$ cat config.mk
export PLATFORM = sky130hd
export DESIGN_NAME = fft_frame_ctrl
export DESIGN_NICKNAME = d
export VERILOG_FILES = /design/src/rtl/fft_frame_ctrl.sv
export SDC_FILE = /design/constraint.sdc
export NUM_CORES = 1
export LEC_CHECK = 0
export CAP_MARGIN = 20
export CORE_MARGIN = 1
export CORE_UTILIZATION = 46
export CTS_BUF_LIST = sky130_fd_sc_hd__clkbuf_4 sky130_fd_sc_hd__clkbuf_8 sky130_fd_sc_hd__clkbuf_16
export CTS_CLUSTER_SIZE = 20
export DETAILED_ROUTE_END_ITERATION = 6
export PLACE_DENSITY_LB_ADDON = 0.25
export SETUP_SLACK_MARGIN = 0.2
export SYNTH_ARGS = -nofsm -noshare
export SYNTH_HDL_FRONTEND = slang
export SYNTH_SLANG_ARGS = --single-unit
$ cat constraint.sdc
create_clock -name clk -period 2.8 [get_ports clk]
set_input_delay 0.7 -clock clk [delete_from_list [all_inputs] [get_ports clk]]
set_output_delay 0.7 -clock clk [all_outputs]
set_load 0.02 [all_outputs]
$ cat src/rtl/fft_frame_ctrl.sv
// fft_frame_ctrl: frame sequencer for the 2^N-point FFT core.
// Captures one frame of real samples into the core, starts it, waits for
// completion and streams the first half-spectrum bins to the consumer.
//
// Handshake rule used on both streaming sides: a transfer happens on a rising
// edge where valid and ready are both high; the producer holds valid and its
// payload unchanged until that edge, and ready never depends on valid.
module fft_frame_ctrl #(
    parameter int BIT_WIDTH = 16,
    parameter int N         = 9,
    parameter int TIMEOUT   = 65535
) (
    input  logic                   clk,
    input  logic                   reset,
    input  logic                   run,
    input  logic                   smp_valid,
    input  logic [BIT_WIDTH-1:0]   smp_data,
    output logic                   smp_ready,
    output logic                   fft_load,
    output logic                   fft_start,
    output logic [N-1:0]           add_rd,
    output logic [BIT_WIDTH-1:0]   din,
    input  logic [2*BIT_WIDTH-1:0] fft_dout,
    input  logic                   fft_done,
    output logic                   bin_valid,
    output logic [2*BIT_WIDTH-1:0] bin_data,
    output logic [N-2:0]           bin_idx,
    output logic                   bin_last,
    input  logic                   bin_ready,
    output logic                   busy,
    output logic                   overrun,
    output logic                   timeout_err,
    output logic [2:0]             dbg_state
);

    localparam int TW = $clog2(TIMEOUT + 1);

    localparam logic [N-1:0]  SMP_LAST = '1;
    localparam logic [N-1:0]  SMP_ONE  = 1;
    localparam logic [N-2:0]  BIN_LAST = '1;
    localparam logic [N-2:0]  BIN_ONE  = 1;
    localparam logic [TW-1:0] TMR_LAST = TW'(TIMEOUT - 1);
    localparam logic [TW-1:0] TMR_ONE  = 1;

    typedef enum logic [2:0] {
        S_IDLE    = 3'd0,
        S_LOAD    = 3'd1,
        S_START   = 3'd2,
        S_WAIT    = 3'd3,
        S_RD_ADDR = 3'd4,
        S_RD_PRES = 3'd5
    } state_t;

    state_t          state;
    logic [N-1:0]    smp_cnt;
    logic [N-2:0]    bin_cnt;
    logic [TW-1:0]   timer;
    logic [N-2:0]    bin_next;

    assign bin_next = bin_cnt + BIN_ONE;

    // Status decoded straight from the state register, so glitch-free.
    assign smp_ready = (state == S_LOAD);
    assign busy      = (state != S_IDLE);
    assign dbg_state = state;

    // The core holds fft_dout while add_rd is held in RD_PRES, so the bin
    // payload can pass through and still stay stable until accepted.
    assign bin_data  = bin_valid ? fft_dout : '0;

    // Frame sequencer: capture, start, wait, then bin readout.
    always_ff @(posedge clk) begin
        if (reset) begin
            state       <= S_IDLE;
            smp_cnt     <= '0;
            bin_cnt     <= '0;
            timer       <= '0;
            fft_load    <= 1'b0;
            fft_start   <= 1'b0;
            add_rd      <= '0;
            din         <= '0;
            bin_valid   <= 1'b0;
            bin_idx     <= '0;
            bin_last    <= 1'b0;
            overrun     <= 1'b0;
            timeout_err <= 1'b0;
        end else begin
            // Strobes default low; each state raises them for a single cycle.
            fft_load  <= 1'b0;
            fft_start <= 1'b0;

            // A sample offered while we cannot take it is lost; remember that.
            if (run && smp_valid && !smp_ready) begin
                overrun <= 1'b1;
            end

            case (state)
                S_IDLE: begin
                    if (run) begin
                        smp_cnt <= '0;
                        state   <= S_LOAD;
                    end
                end

                S_LOAD: begin
                    // run is not checked here: a started frame always finishes.
                    if (smp_valid) begin
                        fft_load <= 1'b1;
                        add_rd   <= smp_cnt;
                        din      <= smp_data;
                        smp_cnt  <= smp_cnt + SMP_ONE;
                        if (smp_cnt == SMP_LAST) begin
                            state <= S_START;
                        end
                    end
                end

                S_START: begin
                    fft_start <= 1'b1;
                    timer     <= '0;
                    state     <= S_WAIT;
                end

                S_WAIT: begin
                    // Completion wins over a timeout landing on the same cycle.
                    if (fft_done) begin
                        bin_cnt <= '0;
                        add_rd  <= '0;
                        state   <= S_RD_ADDR;
                    end else if (timer == TMR_LAST) begin
                        timeout_err <= 1'b1;
                        state       <= S_IDLE;
                    end else begin
                        timer <= timer + TMR_ONE;
                    end
                end

                S_RD_ADDR: begin
                    // add_rd already points at bin_cnt; the core answers next cycle.
                    bin_valid <= 1'b1;
                    bin_idx   <= bin_cnt;
                    bin_last  <= (bin_cnt == BIN_LAST);
                    state     <= S_RD_PRES;
                end

                S_RD_PRES: begin
                    if (bin_ready) begin
                        bin_valid <= 1'b0;
                        bin_last  <= 1'b0;
                        if (!bin_last) begin
                            bin_cnt <= bin_next;
                            add_rd  <= {1'b0, bin_next};
                            state   <= S_RD_ADDR;
                        end else if (run) begin
                            smp_cnt <= '0;
                            state   <= S_LOAD;
                        end else begin
                            state <= S_IDLE;
                        end
                    end
                end

                default: begin
                    state <= S_IDLE;
                end
            endcase
        end
    end

endmodule

==> summary.md, run 1 <==
| Metric | Value |
|---|---|
| Post-synthesis simple-gate area fraction | 0.3038 |
| Die Span Y | between 90 and 100 um |
| Maximum fanout along the worst path | 1 |
| Top cells by area, synth | dfxtp_1 (40%), nand2_1 (7.4%), a21oi_1 (7.1%) |
| Post-Synthesis Net Count | 535 |
| Hold path depth | 2 |
| Final #Nets | 656 |
| Total Routing Usage GR | 0.2580 |
| Max-capacitance violation count | 0 |
| Worst reg2reg setup slack | 0.54 ns |
| Peak supply drop | 0.3429 mV |
| Met3 routed WL | between 600 and 700 um |
| TritonRoute pass-1 iters | 4 |
| Grt ovf | 0 |
| Synth Flop Type | dfxtp_1 |
| Setup tns final | 0 ns |
| Critical Path RT | ~2.1 ns |
| FF-to-FF End | dbg_state[2]$_SDFFE_PP0P_ |
| Critical path class | in2out |
| Sequential area share after synthesis | 0.3963 |
| Clk slew on worst S/H paths | ~0.070 ns |
| CTS tree | yes |
| Vias/cell | about 5.7 |
| Final WL | 10.87 mm |
| Placement Cell Area | about 0.0052 mm^2 |
| Syn Inst Count | around 480 |
| Compound-Gate Fraction of Synth Area | 0.2130 |
| Worst skew pair latency | 0.36 ns |
| Area growth from synthesis to layout | 43.30% |
| Hold EP | timeout_err$_SDFFE_PP0P_ |
| Final Cell Area | ~0.0054 mm^2 |
| Outcome | complete, no violations |
| WL met1 | 4.594 mm |
| Post-CTS Setup Bufs | 0 |
| R2r startpoint | smp_cnt[0]$_SDFFE_PP0P_ |
| FFs w/ async S/R, synth | 0 |
| CTS Buf Count | 9 |
| Mux cell area share after synthesis | 0.005284 |
| Actual slew at the worst max-slew pin | 0.8114 ns |
| Fin. max-slew vios | 0 |
| Post-Synth Adder-Cell Area | 0.01651 |
| Final setup violation count | 0 |
| Max H-tree Level | 3 |
| Remaining design rule violation count | 0 |
| FMAX | between 300 and 400 MHz |
| Synth Area in XOR/XNOR | 0.01156 |
| Synth warn | 0 |
| Crit share post-route | 0.9228 |
| Post-synth top cells | dfxtp_1 (75), nand2_1 (75), a21oi_1 (54), and2_1 (37) |
| Number of diodes | 0 |
| Initial antenna violation count | 0 |
| First-pass GRT wire length | 17.67 mm |
| Clk buf depth | 2 |
| Final Hold Viols | 0 |
| Root Driver | clkbuf_8 |
| Cell Area, Synth | 0.003789 mm^2 |
| Seq cells post-synth | 75 |
| Routed len/inst | between 15 and 20 um |
| Arrival time worst endpoint | roughly 1.9 ns |
| Top cell type's share of synthesized area | 0.3963 |
| Core ar. | between 0.007 and 0.008 mm^2 |
| Initial DRC count | 230 |
| Worst reg2reg path depth | 8 |
| Leakage | just over 2 nW |
| Clk sinks | between 70 and 80 |
| Post-synth cell types | between 50 and 60 |
| Worst clock skew | 0.01179 ns |
| Starting density of the core | 0.4828 |
| Hold Crit Start | timeout_err$_SDFFE_PP0P_ |
| Die area | roughly 0.0086 mm^2 |
| Largest family of logic cells by synthesized area | simple AND/OR/NAND/NOR gates |
| Routed via count | between 3000 and 4000 |
| Final Critical Period | 2.584 ns |
| Die W | roughly 93 um |
| Core Rows | 32 |
| Crit path capture type | output port |
| Per-instance average area after synthesis | 7.959 um^2 |
| Met2 WL | about 5.4 mm |
| Post-synth EDFFs | 0 |
| Vias in the first global route | approximately 3800 |
| Critical Path Start Type | input port |
| Fill cells | between 600 and 700 |
| IO Pins | 130 |
| Post-DP HPWL | 7.638 mm |
| Leading area contributor after synthesis | dfxtp_1 |
| Gpl congestion | 0.8287 |
| Pwr dens | ~470 mW/mm^2 |
| Antenna Nets Post-Route | 0 |
| Layout cells sized above 1 | 0.06988 |
| Slew headroom | 0.4549 |
| Unrepaired setup endpoints after global routing | false |
| HP Class | reg2reg |
| Uppermost routed layer | met4 |
| Quantity of I/O buffers inserted on ports | 129 |
| Crit path from | fft_dout[7] |
| Largest net degree at the start of global routing | 38 |
## routing by layer
layer / up-vias / global-route usage
met5: - / 0
met2: 153 / 0.4543
met1: 1854 / 0.2946
met3: 21 / 0.05829
met4: 0 / 0.1205
li1: 1959 / -
## per-stage QoR
step | utilization | setup WS (ns) | power (mW) | hold slack [ns] | cells
4_1_cts | 0.6877 | 0.2057 | 2.555 | 0.4559 | 703
2_1_floorplan | - | 0.7230 | 1.354 | 0.4454 | 476
5_1_grt | 0.6918 | 0.2004 | 2.625 | 0.4787 | 703
6_report | 0.6918 | 0.2161 | 2.536 | 0.4531 | 703
3_5_place_dp | 0.6577 | 0.1256 | 1.549 | 0.4431 | 688
3_3_place_gp | 0.6577 | 0.1762 | 1.540 | 0.4407 | 688
## worst max path at each step
stage                                        end  slack [ns]  cells past startpoint
after CTS                            bin_data[5]        0.21                      3
after detailed placement  timer[13]$_SDFFE_PP0P_        0.13                      5
after floorplan           timer[11]$_SDFFE_PP0P_        0.72                      5
after global routing                bin_data[16]        0.20                      3
final                                bin_data[7]        0.22                      3
after global placement    timer[13]$_SDFFE_PP0P_        0.18                      5
## power breakdown
part	internal [mW]	leakage, nW	switching (mW)
Clock	0.590	0.120	0.420
Sequential	1.10	0.607	0.0204
Combinational	0.193	1.32	0.212
## worst max-delay path: stages
cell	delay [ns]
clkdlybuf4s50_1	0.45
and2_1	0.12
clkdlybuf4s50_1	0.62
## sequential cells by signal, summed over array words and instances (netlist names)
name / count
fft_start: 1
fft_load: 1
bin_idx: 8
din: 16
add_rd: 9
bin_cnt: 8
dbg_state: 3
smp_cnt: 9
bin_valid: 1
overrun: 1
bin_last: 1
timeout_err: 1
timer: 16
## cells in the final DEF (no fill, tap or decap), types with 9 or more instances in the layout
master and count:
nand2_1 75, a21oi_1 54, clkbuf_8 9, clkdlybuf4s50_1 114
a31oi_1 13, inv_1 10, dfxtp_1 75, and2_1 37
nor2_1 14, o31ai_1 15, o21ai_0 14, or4_1 14
nand3_1 20, buf_4 16, dlymetal6s2s_1 13
## repair_timing
item,CTS,global route
resized for setup,1,13
hold buffers,0,0
setup endpoints to repair,1,13
## layout make-up
type | instances | area [um^2] | share of cell area
multi-input cells | 355 | 2085 | 0.3840
flip-flops and latches | 75 | 1501 | 0.2766
repair buffers | 145 | 1438 | 0.2648
well taps | 102 | 127.6 | 0.02351
clock buffers | 9 | 123.9 | 0.02282
clock inverters | 6 | 112.6 | 0.02074
inverters | 11 | 41.29 | 0.007605
## logic make-up after synthesis
group                      after synthesis
AOI/OAI and AO/OA                      130
xor gates and xnor gates                 5
adders and majority gates                5
buffers and inverters                   46
DFF                                     75
muxes                                    2
and+or+nand+nor                        213
No activity file was read; power rests on OpenSTA's default activity.
==> run 2: changes to the inputs <==
CAP_MARGIN = 10   (was 20)
==> results of run 2 <==
The final DEF is identical to that of run 1; final timing and power are the same.
